[src/rtl/id_stage.sv]
// ---------------------------------------------------------------------------
// id_stage -- instruction-decode stage of the 5-stage ARM-subset pipeline.
//
// Decodes the fetched instruction, reads two operands from a 16x32 register
// file, evaluates the condition field against the status flags, and registers
// everything into the ID/EX pipeline boundary.
//
// The register file has one write-back port. A write in the same cycle as a
// read of the same index is forwarded to that read.
//
// Ports
//   clk            pipeline clock; all state changes on the rising edge
//   rst            asynchronous, active-low reset
//   freeze         hold the ID/EX register contents
//   flush          load a bubble (all zeros, pc included) into ID/EX
//   hazard         decode the current instruction as a bubble
//   pc_in          PC+4 from fetch
//   instruction    fetched instruction
//   sr             status flags {N,Z,C,V}
//   wb_en/wb_dest/wb_value   register-file write-back port
//   src1, src2, two_src      source indices for the hazard unit (combinational)
//   pc_out .. dest           registered ID/EX outputs
// ---------------------------------------------------------------------------
module id_stage #(
    parameter int NREGS = 16,
    parameter int XLEN  = 32
) (
    input  logic            clk,
    input  logic            rst,
    input  logic            freeze,
    input  logic            flush,
    input  logic            hazard,
    input  logic [XLEN-1:0] pc_in,
    input  logic [31:0]     instruction,
    input  logic [3:0]      sr,
    input  logic            wb_en,
    input  logic [3:0]      wb_dest,
    input  logic [XLEN-1:0] wb_value,
    output logic [3:0]      src1,
    output logic [3:0]      src2,
    output logic            two_src,
    output logic [XLEN-1:0] pc_out,
    output logic [XLEN-1:0] val_rn,
    output logic [XLEN-1:0] val_rm,
    output logic [3:0]      exe_cmd,
    output logic            mem_r_en,
    output logic            mem_w_en,
    output logic            wb_en_out,
    output logic            s_out,
    output logic            b_out,
    output logic            imm_out,
    output logic [11:0]     shift_operand,
    output logic [23:0]     signed_imm_24,
    output logic [3:0]      dest
);

    localparam logic [1:0] MODE_DP  = 2'b00;
    localparam logic [1:0] MODE_MEM = 2'b01;
    localparam logic [1:0] MODE_BR  = 2'b10;

    // ---------------------------------------------------------------------
    // Instruction fields
    // ---------------------------------------------------------------------
    logic [3:0] cond;
    logic [1:0] mode;
    logic       i_bit;
    logic [3:0] opcode;
    logic       s_bit;
    logic       mem_w;

    assign cond   = instruction[31:28];
    assign mode   = instruction[27:26];
    assign i_bit  = instruction[25];
    assign opcode = instruction[24:21];
    assign s_bit  = instruction[20];

    // A store needs Rd as its second read port (the data being stored),
    // so the second source index switches from Rm to Rd.
    assign mem_w   = (mode == MODE_MEM) && !s_bit;
    assign src1    = instruction[19:16];
    assign src2    = mem_w ? instruction[15:12] : instruction[3:0];
    assign two_src = ~i_bit | mem_w;

    // ---------------------------------------------------------------------
    // Register file: one flop bank per entry, combinational read
    // ---------------------------------------------------------------------
    logic [XLEN-1:0] rf_q [NREGS];

    genvar gi;
    generate
        for (gi = 0; gi < NREGS; gi++) begin : g_rf
            logic [XLEN-1:0] r_reg;

            always_ff @(posedge clk or negedge rst) begin
                if (!rst) begin
                    r_reg <= '0;
                end else if (wb_en && (wb_dest == 4'(gi))) begin
                    r_reg <= wb_value;
                end
            end

            assign rf_q[gi] = r_reg;
        end
    endgenerate

    // Write-through bypass: a same-cycle write wins over the stored value.
    logic [XLEN-1:0] rn_next;
    logic [XLEN-1:0] rm_next;

    always_comb begin
        rn_next = rf_q[src1];
        rm_next = rf_q[src2];
        if (wb_en && (wb_dest == src1)) begin
            rn_next = wb_value;
        end
        if (wb_en && (wb_dest == src2)) begin
            rm_next = wb_value;
        end
    end

    // ---------------------------------------------------------------------
    // Condition evaluation
    // ---------------------------------------------------------------------
    logic flag_n, flag_z, flag_c, flag_v;
    logic cond_pass;

    assign {flag_n, flag_z, flag_c, flag_v} = sr;

    always_comb begin
        cond_pass = 1'b0;
        case (cond)
            4'b0000: cond_pass = flag_z;
            4'b0001: cond_pass = ~flag_z;
            4'b0010: cond_pass = flag_c;
            4'b0011: cond_pass = ~flag_c;
            4'b0100: cond_pass = flag_n;
            4'b0101: cond_pass = ~flag_n;
            4'b0110: cond_pass = flag_v;
            4'b0111: cond_pass = ~flag_v;
            4'b1000: cond_pass = flag_c & ~flag_z;
            4'b1001: cond_pass = ~flag_c | flag_z;
            4'b1010: cond_pass = (flag_n == flag_v);
            4'b1011: cond_pass = (flag_n != flag_v);
            4'b1100: cond_pass = ~flag_z & (flag_n == flag_v);
            4'b1101: cond_pass = flag_z | (flag_n != flag_v);
            4'b1110: cond_pass = 1'b1;
            default: cond_pass = 1'b0;
        endcase
    end

    // ---------------------------------------------------------------------
    // Control decode
    // ---------------------------------------------------------------------
    logic [3:0] dec_exe;
    logic       dec_mr, dec_mw, dec_wb, dec_s, dec_b;

    always_comb begin
        dec_exe = 4'b0000;
        dec_mr  = 1'b0;
        dec_mw  = 1'b0;
        dec_wb  = 1'b0;
        dec_s   = 1'b0;
        dec_b   = 1'b0;
        case (mode)
            MODE_DP: begin
                dec_s  = s_bit;
                dec_wb = 1'b1;
                case (opcode)
                    4'b1101: dec_exe = 4'b0001;                 // MOV
                    4'b1111: dec_exe = 4'b1001;                 // MVN
                    4'b0100: dec_exe = 4'b0010;                 // ADD
                    4'b0101: dec_exe = 4'b0011;                 // ADC
                    4'b0010: dec_exe = 4'b0100;                 // SUB
                    4'b0110: dec_exe = 4'b0101;                 // SBC
                    4'b0000: dec_exe = 4'b0110;                 // AND
                    4'b1100: dec_exe = 4'b0111;                 // ORR
                    4'b0001: dec_exe = 4'b1000;                 // EOR
                    4'b1010: begin                              // CMP
                        dec_exe = 4'b0100;
                        dec_wb  = 1'b0;
                    end
                    4'b1000: begin                              // TST
                        dec_exe = 4'b0110;
                        dec_wb  = 1'b0;
                    end
                    default: dec_exe = 4'b0000;
                endcase
            end
            MODE_MEM: begin
                dec_exe = 4'b0010;      // address = Rn + offset
                dec_mr  = s_bit;        // LDR
                dec_mw  = ~s_bit;       // STR
                dec_wb  = s_bit;
            end
            MODE_BR: begin
                dec_b = 1'b1;
            end
            default: ;
        endcase
    end

    // A failed condition or a hazard turns the instruction into a bubble:
    // only the controls are squashed, the data fields still load.
    logic bubble;
    assign bubble = ~cond_pass | hazard;

    // ---------------------------------------------------------------------
    // ID/EX pipeline register: rst > flush > freeze > load
    // ---------------------------------------------------------------------
    logic [XLEN-1:0] pc_reg, rn_reg, rm_reg;
    logic [3:0]      exe_reg, dest_reg;
    logic            mr_reg, mw_reg, wb_reg, s_reg, b_reg, imm_reg;
    logic [11:0]     shift_reg;
    logic [23:0]     simm_reg;

    always_ff @(posedge clk or negedge rst) begin
        if (!rst) begin
            pc_reg    <= '0;
            rn_reg    <= '0;
            rm_reg    <= '0;
            exe_reg   <= '0;
            mr_reg    <= 1'b0;
            mw_reg    <= 1'b0;
            wb_reg    <= 1'b0;
            s_reg     <= 1'b0;
            b_reg     <= 1'b0;
            imm_reg   <= 1'b0;
            shift_reg <= '0;
            simm_reg  <= '0;
            dest_reg  <= '0;
        end else if (flush) begin
            pc_reg    <= '0;
            rn_reg    <= '0;
            rm_reg    <= '0;
            exe_reg   <= '0;
            mr_reg    <= 1'b0;
            mw_reg    <= 1'b0;
            wb_reg    <= 1'b0;
            s_reg     <= 1'b0;
            b_reg     <= 1'b0;
            imm_reg   <= 1'b0;
            shift_reg <= '0;
            simm_reg  <= '0;
            dest_reg  <= '0;
        end else if (!freeze) begin
            pc_reg    <= pc_in;
            rn_reg    <= rn_next;
            rm_reg    <= rm_next;
            exe_reg   <= bubble ? 4'b0000 : dec_exe;
            mr_reg    <= dec_mr & ~bubble;
            mw_reg    <= dec_mw & ~bubble;
            wb_reg    <= dec_wb & ~bubble;
            s_reg     <= dec_s  & ~bubble;
            b_reg     <= dec_b  & ~bubble;
            imm_reg   <= i_bit;
            shift_reg <= instruction[11:0];
            simm_reg  <= instruction[23:0];
            dest_reg  <= instruction[15:12];
        end
    end

    assign pc_out        = pc_reg;
    assign val_rn        = rn_reg;
    assign val_rm        = rm_reg;
    assign exe_cmd       = exe_reg;
    assign mem_r_en      = mr_reg;
    assign mem_w_en      = mw_reg;
    assign wb_en_out     = wb_reg;
    assign s_out         = s_reg;
    assign b_out         = b_reg;
    assign imm_out       = imm_reg;
    assign shift_operand = shift_reg;
    assign signed_imm_24 = simm_reg;
    assign dest          = dest_reg;

endmodule

[config.mk]
export PLATFORM = sky130hd
export DESIGN_NAME = id_stage
export DESIGN_NICKNAME = d
export VERILOG_FILES = /design/src/rtl/id_stage.sv
export SDC_FILE = /design/constraint.sdc
export NUM_CORES = 1
export LEC_CHECK = 0
export BUFFER_PORTS_ARGS = -buffer_cell sky130_fd_sc_hd__buf_2
export CELL_PAD_IN_SITES_DETAIL_PLACEMENT = 0
export CELL_PAD_IN_SITES_GLOBAL_PLACEMENT = 1
export CORE_ASPECT_RATIO = 1.75
export CORE_MARGIN = 1
export CORE_UTILIZATION = 45
export CTS_CLUSTER_SIZE = 25
export DETAILED_ROUTE_END_ITERATION = 8
export MAX_ROUTING_LAYER = met4
export PLACE_DENSITY = 0.83
export SLEW_MARGIN = 20
export SYNTH_ARGS = -nofsm -noshare
export SYNTH_HDL_FRONTEND = slang
export SYNTH_SLANG_ARGS = --single-unit
[constraint.sdc]
create_clock -name clk -period 4.9 [get_ports clk]
set_clock_uncertainty 0.1 [all_clocks]
set_input_delay 0.735 -clock clk [delete_from_list [all_inputs] [get_ports clk]]
set_output_delay 0.735 -clock clk [all_outputs]
set_load 0.02 [all_outputs]
# Word level (Yosys, flattened, before mapping)
# Index checks and enable logic that the tools add are counted.
# word_totals
out_inout_bits	155
wordCells	170
reg_bits	658
in_bits	110
# classes
n_mux	45
n_lt_le_gt_ge	2
reduce_logical	27
n_bitwise	21
n_eq_ne	46
# op_table
cell	count
$mux W32	12
$bmux W32 S4	2
$eq A4 B4 Y1 const B	20
$mux W24	2
$eq A4 B3 Y1 const B	11
$pmux W4 S9	1
$mux W12	2
$mux W4	6
$eq A4 B2 Y1 const B	5
$logic_and A1 B1 Y1	19
$mux W1	17
$pmux W1 S15	1
$eq A4 B1 Y1 const B	3
$logic_not A4 Y1	3
$ge A5 B5 Y1 const B	2
$not A4 Y5	2
$eq A4 B4 Y1	2
$not A1 Y1	8
$pmux W4 S2	1
$and A1 B1 Y1	7
$reduce_or A2 Y1	3
$or A1 B1 Y1	4
$eq A2 B1 Y1 const B	1
$eq A2 B2 Y1 const B	1
6 further kinds	6

# Depth between registers and ports, before layout
# Gate-level depths: netlist of the first run.
# logic_depth
depth_word	10
mapped_depth	10
depth_no_buf	7

# Worst setup path after synthesis of the first run
# No wires, ideal clock.
# synth_path
path_type	input-to-output
start	in instruction[27]
end	out src2[0]
arrival_ns	2.297
cell_stages	6
n_path_buf	3
t_required_ns	4.065
path_slack_ns	1.768
path_cell_list	or3b_1 > buf_2 > mux2i_4 > inv_2 > clkbuf_1 > clkbuf_1
# synth_via
elab_chain_cells	3
# synth_lines
element	line_no	rtl
from (decl)	34	input logic [31:0] instruction,
$eq A2 B1 Y1	79	assign mem_w = (mode == MODE_MEM) && !s_bit;
$logic_and A1 B1 Y1	79	
$mux W4	81	assign src2 = mem_w ? instruction[15:12] : instruction[3:0];
to (decl)	40	output logic [3:0] src2,
# No other way between the ends.

# Worst setup path after layout of the first run
# Same ends and word-level chain as after synthesis.

==> results of run 1 <==
[cells by family (layout without fill, tap and decap cells)]
family                    after synthesis  count (layout)  share of synthesized area, %
DFF                                   642             642                          48.1
AOI/OAI and AO/OA                     536             536                          10.7
other                                   0               3                             0
buffers and inverters                 370             494                          4.58
and+or+nand+nor                       577             577                          7.27
muxes                                 704             704                          29.0
xor gates and xnor gates               13              13                         0.364
[how the worst min path moves through the flow]
stage	startpoint	to	slack, ps	cells after the start
after floorplan	rst	b_out	340	0
after global placement	wb_en_out	wb_en_out	360	2
after detailed placement	b_out	b_out	370	2
after CTS	rst	g_rf[4].r_reg[7]	160	1
after global routing	rst	g_rf[4].r_reg[7]	200	1
final	rst	g_rf[4].r_reg[7]	100	1
[layer usage]
layer	vias to the layer above	GRT usage [%]
met3	352	4.53
met2	1289	46.1
met1	12800	33.9
met5	-	-
met4	0	13.8
li1	10600	-
[synth_stat cells, types with 2 or more instances]
master and instances:
sky130_fd_sc_hd__a211oi_1 64, sky130_fd_sc_hd__a21oi_1 164, sky130_fd_sc_hd__a221oi_1 96, sky130_fd_sc_hd__a22oi_1 32, sky130_fd_sc_hd__a311oi_1 32, sky130_fd_sc_hd__a31oi_1 32
sky130_fd_sc_hd__a41oi_1 2, sky130_fd_sc_hd__buf_1 40, sky130_fd_sc_hd__buf_2 42, sky130_fd_sc_hd__buf_4 23, sky130_fd_sc_hd__clkbuf_1 197, sky130_fd_sc_hd__dfrtp_1 642
sky130_fd_sc_hd__inv_1 65, sky130_fd_sc_hd__inv_2 3, sky130_fd_sc_hd__mux2_2 481, sky130_fd_sc_hd__mux2i_1 61, sky130_fd_sc_hd__mux2i_4 2, sky130_fd_sc_hd__mux4_2 160
sky130_fd_sc_hd__nand2_1 374, sky130_fd_sc_hd__nand2b_1 39, sky130_fd_sc_hd__nand3_1 66, sky130_fd_sc_hd__nand3b_1 3, sky130_fd_sc_hd__nor2_1 74, sky130_fd_sc_hd__nor2b_1 3
sky130_fd_sc_hd__nor3_1 2, sky130_fd_sc_hd__o211ai_1 34, sky130_fd_sc_hd__o21ai_0 72, sky130_fd_sc_hd__o31ai_1 3, sky130_fd_sc_hd__or2_2 3, sky130_fd_sc_hd__or3_1 5
sky130_fd_sc_hd__xnor2_1 7, sky130_fd_sc_hd__xor2_1 5
[per-stage QoR]
step	power, mW	worst slack (ps)	area [um^2]	hold WS (ps)	std cells
finish	15.3	1240	37400	97.7	3900
global route	16.0	1220	37400	199	3899
CTS	15.4	1280	37400	160	3897
detailed placement	10.6	1130	35500	371	3796
global placement	10.4	1160	35500	364	3796
floorplan	9.46	1770	33400	339	2842
[cell usage in the layout (no fill, tap or decap), drive strengths merged, types with 2 or more instances in the layout]
cell type  netlist  final
bufinv           0      9
a21oi          165    165
nor3             2      2
mux2i           63     63
clkbuf         197     76
a41oi            2      2
a211oi          64     64
xnor2            8      8
nor2            74     74
o211ai          34     34
a31oi           32     32
inv             68     68
nor2b            3      3
clkinv           0     15
nand3b           3      3
or2              3      3
a22oi           32     32
buf            105    324
a311oi          32     32
dfrtp          642    642
nand2          374    374
mux4           160    160
xor2             5      5
o21ai           72     72
nand3           66     66
nand2b          39     39
clkinvlp         0      2
o31ai            3      3
mux2           481    481
a221oi          96     96
diode            0      3
or3              5      5
[layout make-up]
cell class,instances,area (um^2)
Multi-Input combinational cell,1830,15900
Antenna cell,3,7.51
Clock buffer,75,1570
Tap cell,931,1160
Timing Repair Buffer,325,2060
Inverter,68,262
Sequential cell,642,16100
Clock inverter,26,367
Fill cell,6252,35700
[critical path, cell delays in order]
cell,delay (ps)
sky130_fd_sc_hd__buf_2,150
sky130_fd_sc_hd__or3b_2,670
sky130_fd_sc_hd__mux2i_4,280
sky130_fd_sc_hd__clkinv_2,110
sky130_fd_sc_hd__buf_12,410
sky130_fd_sc_hd__buf_2,300
[report_power, final]
group          switching (mW)  internal, mW
logic                    1.58          1.76
clock network            2.03          2.73
registers               0.813          6.37
==> run summary, run 1 <==
Peak supply drop = 268 uV
worst rel slew slack = 29.4%
setup slack of the most critical reg-to-reg path = 2990 ps
core box area = 0.0731 mm^2
estimated wirelength of the detail-placed design = 59900 um
count of buffers inserted at the top-level ports = 264
cell types with the largest area share after synthesis = sky130_fd_sc_hd__dfrtp_1 48%, sky130_fd_sc_hd__mux2_2 16%, sky130_fd_sc_hd__mux4_2 11%
final-layout setup total negative slack = 0 ps
critical path fanouts, max = 97
setup violation total in the final timing report = 0
die area = 0.0753 mm^2
P_leak = 16.1 nW
final cell utilization of the core = 51.2%
Hold Vio Cnt, Final = 0
RR Startpoint = g_rf[11].r_reg[20]
worst hold-check path type = input pin to asynchronous set/reset pin
number of instances in the synthesized netlist = 2842
Max Buffers Root-to-Sink = 3
count of hold-fix buffers inserted at cts = 0
logic depth of the worst register-to-register path = 4
period utilization = 74.6%
Starting DRT DRC Count = 2289
netlist area before placement = 0.0334 mm^2
part of the Yosys area used for sequential elements = 48.1%
Die Height = 362 um
overall routing resource usage = 28.1%
effective utilization at floorplan = 45.7%
Yosys top cell area share = 48.1%
Via-to-Cell Ratio = 6.41
destination of the critical timing path = src2[0]
DRC violations left = 0
yosys warns = 0
kind of critical path = input pin to output port
share of final-layout standard cells stronger than drive strength 1 = 36.7%
endpoint kind of the worst setup timing path = output port
number of distinct library cells after synthesis = 46
DR WL met3 = 8110 um
capturing point of the worst reg2reg path = val_rn[20]
final worst path period need = 3660 ps
number of iterations in the first detailed-routing pass = 7
max-slew violation total from the final report = 0
Primary FF master, synth = sky130_fd_sc_hd__dfrtp_1
vias = 25000
TritonCTS sink count = 642
flip-flop count of the largest register, all copies and words added = 512
ANT nets after route = 0
vias in the first global route = 25700
pin count of the biggest net entering global routing = 161
clock tree from TritonCTS = yes
CTS clk-pin slew, worst paths = 60 ps
total power divided by cell area = 408 mW/mm^2
ys async rst share = 100%
mean area per synthesized cell = 11.7 um^2
Net count, final = 3033
library cell used as clock root buffer = sky130_fd_sc_hd__clkbuf_16
final wirelength = 103000 um
endpoint arrival time on the critical path = 2820 ps
Yosys reg bits = 642
antenna violations before repair = 2
status = finished, final reports clean
Resized cells post-CTS = 0
highest metal used = met4
count of boundary I/O pins = 265
Syn-to-layout area delta = 12.1%
first element of the critical path = instruction[27]
Worst Max-Slew Pin Slew = 1060 ps
RSZ-0062 raised after global routing = no
total congestion overflow = 0
WL per Instance = 26.3 um
cell row count = 131
maximum level of the CTS H-tree = 2
critical path required time = 4070 ps
final RePlAce weighted congestion = 0.844
cell type contributing the most total cell area after synthesis = sky130_fd_sc_hd__dfrtp_1
routed metal-1 wire length = 38300 um
later-pin clock latency in the skew report = 620 ps
number of flops mapped to enable cells by yosys = 0
total nets after synthesis = 2952
first-pass GRT wire length = 158000 um
maximum clock frequency = 273 MHz
met2 WL post-DR = 51100 um
die width = 208 um
number of post-CTS setup repair buffers = 0
CP Launch Type = input pin
Inserted Clock Buffers = 56
Max-Cap Viols = 0
Note: power is estimated with default switching activity, not from simulation.
==> run 2, diff against run 1 <==
- clock period: 4.9 -> 3.6 ns (I/O delays scaled with it)
==> run summary, run 2 (same netlist as run 1, synthesis figures left out) <==
DRC violations left = 0 (unchanged)
die width = 208 um (unchanged)
Via-to-Cell Ratio = 6.44 (was 6.41)
total congestion overflow = 0 (unchanged)
first-pass GRT wire length = 160000 um (was 158000 um)
critical path fanouts, max = 58 (was 97)
library cell used as clock root buffer = sky130_fd_sc_hd__clkbuf_16 (unchanged)
P_leak = 16.3 nW (was 16.1 nW)
final RePlAce weighted congestion = 0.865 (was 0.844)
core box area = 0.0731 mm^2 (unchanged)
total power divided by cell area = 547 mW/mm^2 (was 408 mW/mm^2)
most common library cell in the layout ignoring fill and taps = sky130_fd_sc_hd__dfrtp_1 (unchanged)
maximum clock frequency = 305 MHz
Syn-to-layout area delta = 13.3% (was 12.1%)
Hold Vio Cnt, Final = 0 (unchanged)
Peak supply drop = 463 uV (was 268 uV)
endpoint arrival time on the critical path = 2640 ps (was 2820 ps)
count of buffers inserted at the top-level ports = 264 (unchanged)
Max-Cap Viols = 0 (unchanged)
number of post-CTS setup repair buffers = 0 (unchanged)
antenna violations before repair = 2 (unchanged)
overall routing resource usage = 28.6% (was 28.1%)
TritonCTS sink count = 642 (unchanged)
status = finished, final reports clean (unchanged)
least setup slack across all paths after layout = 317 ps (was 1240 ps)
final cell count without fillers = 3933 (was 3900)
cell row count = 131 (unchanged)
Starting DRT DRC Count = 2201 (was 2289)
clock tree from TritonCTS = yes (unchanged)
top library cells by usage in the layout, fill and taps aside = 642 x sky130_fd_sc_hd__dfrtp_1, 481 x sky130_fd_sc_hd__mux2_2, 373 x sky130_fd_sc_hd__nand2_1 (unchanged)
Place WS = 278 ps (was 1130 ps)
RSZ-0062 raised after global routing = no (unchanged)
Net count, final = 3068 (was 3033)
critical path required time = 2960 ps (was 4070 ps)
final cell utilization of the core = 51.8% (was 51.2%)
vias in the first global route = 26200 (was 25700)
worst hold-check path type = input pin to flop (was input pin to asynchronous set/reset pin)
die area = 0.0753 mm^2 (unchanged)
Die Height = 362 um (unchanged)
setup violation total in the final timing report = 0 (unchanged)
effective utilization at floorplan = 45.7% (unchanged)
worst hold slack = 47.2 ps (was 97.7 ps)
final worst path period need = 3280 ps
maximum level of the CTS H-tree = 2 (unchanged)
estimated wirelength of the detail-placed design = 62900 um (was 59900 um)
max-slew violation total from the final report = 0 (unchanged)
kind of critical path = input pin to output port (unchanged)
period utilization = 91.2%
vias = 25300 (was 25000)
Worst Max-Slew Pin Slew = 1100 ps (was 1060 ps)
Max Buffers Root-to-Sink = 3 (unchanged)
worst rel slew slack = 26.9% (was 29.4%)
count of boundary I/O pins = 265 (unchanged)
final wirelength = 104000 um (was 103000 um)
placed cells = 3829 (was 3796)
Inserted Clock Buffers = 57 (was 56)
pin count of the biggest net entering global routing = 97 (was 161)
final-layout setup total negative slack = 0 ps (unchanged)
flip-flop count of the largest register, all copies and words added = 512 (unchanged)
number of iterations in the first detailed-routing pass = 5 (was 7)
WL per Instance = 26.5 um (was 26.3 um)
later-pin clock latency in the skew report = 640 ps (was 620 ps)
endpoint kind of the worst setup timing path = output port (unchanged)
ANT nets after route = 0 (unchanged)
CP Launch Type = input pin (unchanged)
CTS clk-pin slew, worst paths = 70 ps (was 60 ps)
share of final-layout standard cells stronger than drive strength 1 = 37.2% (was 36.7%)
==> run 2: cell types whose count changed in the layout (fill, tap and decap cells not counted), moves of 2 or more <==
cell,before,now
sky130_fd_sc_hd__buf_12,20,36
sky130_fd_sc_hd__buf_4,43,60
sky130_fd_sc_hd__bufinv_16,9,4
sky130_fd_sc_hd__clkbuf_1,10,16
sky130_fd_sc_hd__clkbuf_8,9,16
sky130_fd_sc_hd__clkinv_2,15,5
sky130_fd_sc_hd__clkinvlp_4,2,0
sky130_fd_sc_hd__inv_6,1,4
==> run 2: worst paths after layout <==
kind / startpoint / endpoint / slack [ps] / cells after the start
max reg2reg: g_rf[0].r_reg[3] / val_rn[3] / 1730 / 4
min: pc_in[30] / pc_out[30] / 50 / 3
max in group asynchronous: rst / g_rf[12].r_reg[3] / 2100 / 3
max: instruction[27] / src2[0] / 320 / 7
min in group asynchronous: rst / val_rn[5] / 320 / 2
min reg2reg: mem_w_en / mem_w_en / 380 / 2
==> run 2: where the power goes <==
| part | total [mW] | internal (mW) | leakage (nW) | switching (mW) |
|---|---|---|---|---|
| registers | 9.80 | 8.68 | 8.00 | 1.12 |
| logic | 4.58 | 2.43 | 7.40 | 2.15 |
| clock network | 6.30 | 3.52 | 0.929 | 2.78 |
==> run 2: worst max-delay path: stages <==
cell,delay (ps)
sky130_fd_sc_hd__buf_2,150
sky130_fd_sc_hd__or3b_2,660
sky130_fd_sc_hd__mux2i_4,290
sky130_fd_sc_hd__clkinv_2,110
sky130_fd_sc_hd__buf_12,340
sky130_fd_sc_hd__buf_4,310
sky130_fd_sc_hd__buf_2,210
==> run 2: layer usage <==
metal | global-route usage (%) | up-vias | routed length [um]
met2 | 46.6 | 1347 | 50800
met3 | 4.45 | 354 | 8550
met1 | 34.7 | 13000 | 39400
met4 | 14.0 | 0 | 5410
met5 | - | - | 0
li1 | - | 10600 | -
==> run 2: area by class of cell <==
type / count / area, um^2
Clock inverter: 13 / 195
Clock buffer: 88 / 1690
Fill cell: 6247 / 35300
Timing Repair Buffer: 359 / 2520
Tap cell: 931 / 1160
Sequential cell: 642 / 16100
Inverter: 68 / 262
Multi-Input combinational cell: 1830 / 15900
Antenna cell: 2 / 5.00
==> run 2: through the flow <==
| stage | instance area, um^2 | total power [mW] |
|---|---|---|
| 3_3_place_gp | 35900 | 14.2 |
| 4_1_cts | 37800 | 20.8 |
| 2_1_floorplan | 33400 | 12.9 |
| 5_1_grt | 37800 | 21.6 |
| 6_report | 37800 | 20.7 |
| 3_5_place_dp | 35900 | 14.5 |
==> run 2: what timing repair did <==
item | CTS | global route
hold buffers | 1 | 0
gates resized for setup | 0 | 0
endpoints found under the hold margin | 48 | 0
==> run 3, diff against run 2 <==
- CORE_UTILIZATION: 45 -> 40
- PLACE_DENSITY: 0.83 -> 0.76
==> run summary, run 3 (same netlist as run 1, synthesis figures left out) <==
ANT nets after route = 0 (unchanged)
Sequential Power Share = 47.3% (was 47.4%)
total congestion overflow = 0 (unchanged)
vias in the first global route = 25900 (was 26200)
cell row count = 139 (was 131)
Max-Cap Viols = 0 (unchanged)
routed metal-1 wire length = 42000 um (was 39400 um)
CP Launch Type = input pin (unchanged)
Die Height = 384 um (was 362 um)
final wirelength = 108000 um (was 104000 um)
highest metal used = met4 (unchanged)
maximum clock frequency = 315 MHz (was 305 MHz)
endpoint kind of the worst setup timing path = output port (unchanged)
library cell used as clock root buffer = sky130_fd_sc_hd__clkbuf_16 (unchanged)
period utilization = 88.2% (was 91.2%)
final-layout setup total negative slack = 0 ps (unchanged)
Peak supply drop = 468 uV (was 463 uV)
core box area = 0.0823 mm^2 (was 0.0731 mm^2)
setup violation total in the final timing report = 0 (unchanged)
kind of critical path = input pin to output port (unchanged)
DR WL met3 = 7130 um (was 8550 um)
switching power share of the total = 29.9% (was 29.3%)
max-slew violation total from the final report = 0 (unchanged)
internal power = 14.5 mW (was 14.6 mW)
Net count, final = 3059 (was 3068)
final worst path period need = 3180 ps (was 3280 ps)
clock tree from TritonCTS = yes (unchanged)
Via-to-Cell Ratio = 6.17 (was 6.44)
number of post-CTS setup repair buffers = 0 (unchanged)
Syn-to-layout area delta = 13.6% (was 13.3%)
first-pass GRT wire length = 163000 um (was 160000 um)
die area = 0.0847 mm^2 (was 0.0753 mm^2)
critical path fanouts, max = 70 (was 58)
total power divided by cell area = 546 mW/mm^2 (was 547 mW/mm^2)
Net Switching = 6.19 mW (was 6.05 mW)
TritonCTS sink count = 642 (unchanged)
die width = 220 um (was 208 um)
number of iterations in the first detailed-routing pass = 9 (was 5)
flip-flop count of the largest register, all copies and words added = 512 (unchanged)
overall routing resource usage = 26.4% (was 28.6%)
failing checks = design-rule violations
CTS clk-pin slew, worst paths = 70 ps (about the same)
most common library cell in the layout ignoring fill and taps = sky130_fd_sc_hd__dfrtp_1 (unchanged)
DRC violations left = 29 (was 0)
worst rel slew slack = 27.3% (was 26.9%)
final RePlAce weighted congestion = 0.858 (was 0.865)
portion of total power attributed to the clock network = 30.5% (about the same)
Inserted Clock Buffers = 58 (was 57)
final cell count without fillers = 4054 (was 3933)
Filler Cells Inserted = 7426 (was 6247)
RSZ-0062 raised after global routing = no (unchanged)
Hold Vio Cnt, Final = 0 (unchanged)
Worst Max-Slew Pin Slew = 1090 ps (was 1100 ps)
worst hold-check path type = input pin to flop (unchanged)
antenna violations before repair = 4 (was 2)
count of boundary I/O pins = 265 (unchanged)
status = finished with violations (was finished, final reports clean)
WL per Instance = 26.6 um (was 26.5 um)
maximum level of the CTS H-tree = 2 (unchanged)
met2 WL post-DR = 53400 um (was 50800 um)
critical path required time = 2960 ps (about the same)
Starting DRT DRC Count = 2253 (was 2201)
count of buffers inserted at the top-level ports = 264 (unchanged)
proportion of power drawn by combinational gates = 22.2% (about the same)
effective utilization at floorplan = 40.6% (was 45.7%)
pin count of the biggest net entering global routing = 161 (was 97)
Max Buffers Root-to-Sink = 3 (unchanged)
later-pin clock latency in the skew report = 650 ps (was 640 ps)
P_leak = 16.3 nW (about the same)
endpoint arrival time on the critical path = 2540 ps (was 2640 ps)
Resized cells post-CTS = 0 (unchanged)
share of final-layout standard cells stronger than drive strength 1 = 37.3% (was 37.2%)
placed cells = 3945 (was 3829)
estimated wirelength of the detail-placed design = 62600 um (was 62900 um)
top library cells by usage in the layout, fill and taps aside = 642 x sky130_fd_sc_hd__dfrtp_1, 481 x sky130_fd_sc_hd__mux2_2, 373 x sky130_fd_sc_hd__nand2_1 (unchanged)
vias = 25000 (was 25300)
run 3: cell count changes in the layout (fill, tap and decap cells not counted), sizes merged:
cell | before | now
buf | 357 | 347
bufinv | 4 | 3
clkbuf | 89 | 80
clkinv | 6 | 20
clkinvlp | 0 | 3
inv | 71 | 69
run 3: power groups by stage:
stage	registers (mW)	logic (mW)	clock network [mW]
2_1_floorplan	9.64	3.24	0
4_1_cts	9.77	4.62	6.44
6_report	9.79	4.60	6.32
5_1_grt	9.98	4.97	6.68
3_5_place_dp	9.90	4.60	0
3_3_place_gp	9.76	4.46	0
run 3: repair_timing:
action,CTS,global route
hold buffers,1,0
setup endpoints to repair,0,0
hold endpoints to repair,53,0
run 3: path summary, 6_finish.rpt:
| kind | from | to | slack, ps | cells past startpoint |
|---|---|---|---|---|
| max in group asynchronous | rst | g_rf[12].r_reg[26] | 1980 | 3 |
| min in group asynchronous | rst | g_rf[3].r_reg[7] | 370 | 2 |
| worst max register to register | g_rf[11].r_reg[19] | val_rn[19] | 1690 | 4 |
| worst min register to register | mem_r_en | mem_r_en | 400 | 2 |
| worst min-delay path | pc_in[8] | pc_out[8] | 50 | 3 |
| worst max-delay path | instruction[26] | src2[0] | 420 | 6 |
run 3: metrics by stage:
| stage | cell area [um^2] | util [%] | worst slack [ps] | hold WS (ps) | total power, mW |
|---|---|---|---|---|---|
| floorplan | 33400 | - | 858 | 144 | 12.9 |
| global placement | 36000 | 43.8 | 185 | 366 | 14.2 |
| detailed placement | 36000 | 43.8 | 148 | 378 | 14.5 |
| CTS | 37900 | 46.1 | 465 | 22.0 | 20.8 |
| global route | 37900 | 46.1 | 403 | 48.2 | 21.6 |
| finish | 37900 | 46.1 | 424 | 47.0 | 20.7 |
run 3: worst max-delay path: stages:
cell and delay, ps:
sky130_fd_sc_hd__buf_2 160, sky130_fd_sc_hd__or3b_2 680, sky130_fd_sc_hd__mux2i_4 290, sky130_fd_sc_hd__clkinv_2 110, sky130_fd_sc_hd__buf_12 370, sky130_fd_sc_hd__buf_2 280
run 3: cell type report:
| cell class | instances | area (um^2) | share of cell area (%) |
|---|---|---|---|
| sequential | 642 | 16100 | 42.3 |
| multi-input combinational | 1830 | 15900 | 42.0 |
| timing repair buffer | 349 | 2470 | 6.50 |
| clock buffer | 79 | 1640 | 4.32 |
| tap | 1057 | 1320 | 3.49 |
| inverter | 68 | 262 | 0.689 |
| clock inverter | 27 | 240 | 0.633 |
| antenna | 2 | 5.00 | 0.0132 |
run 3: metal layers:
metal	vias to the layer above	global-route usage (%)
li1	10600	-
met1	13000	32.5
met2	1058	43.0
met3	291	3.27
met4	0	12.2
met5	-	-
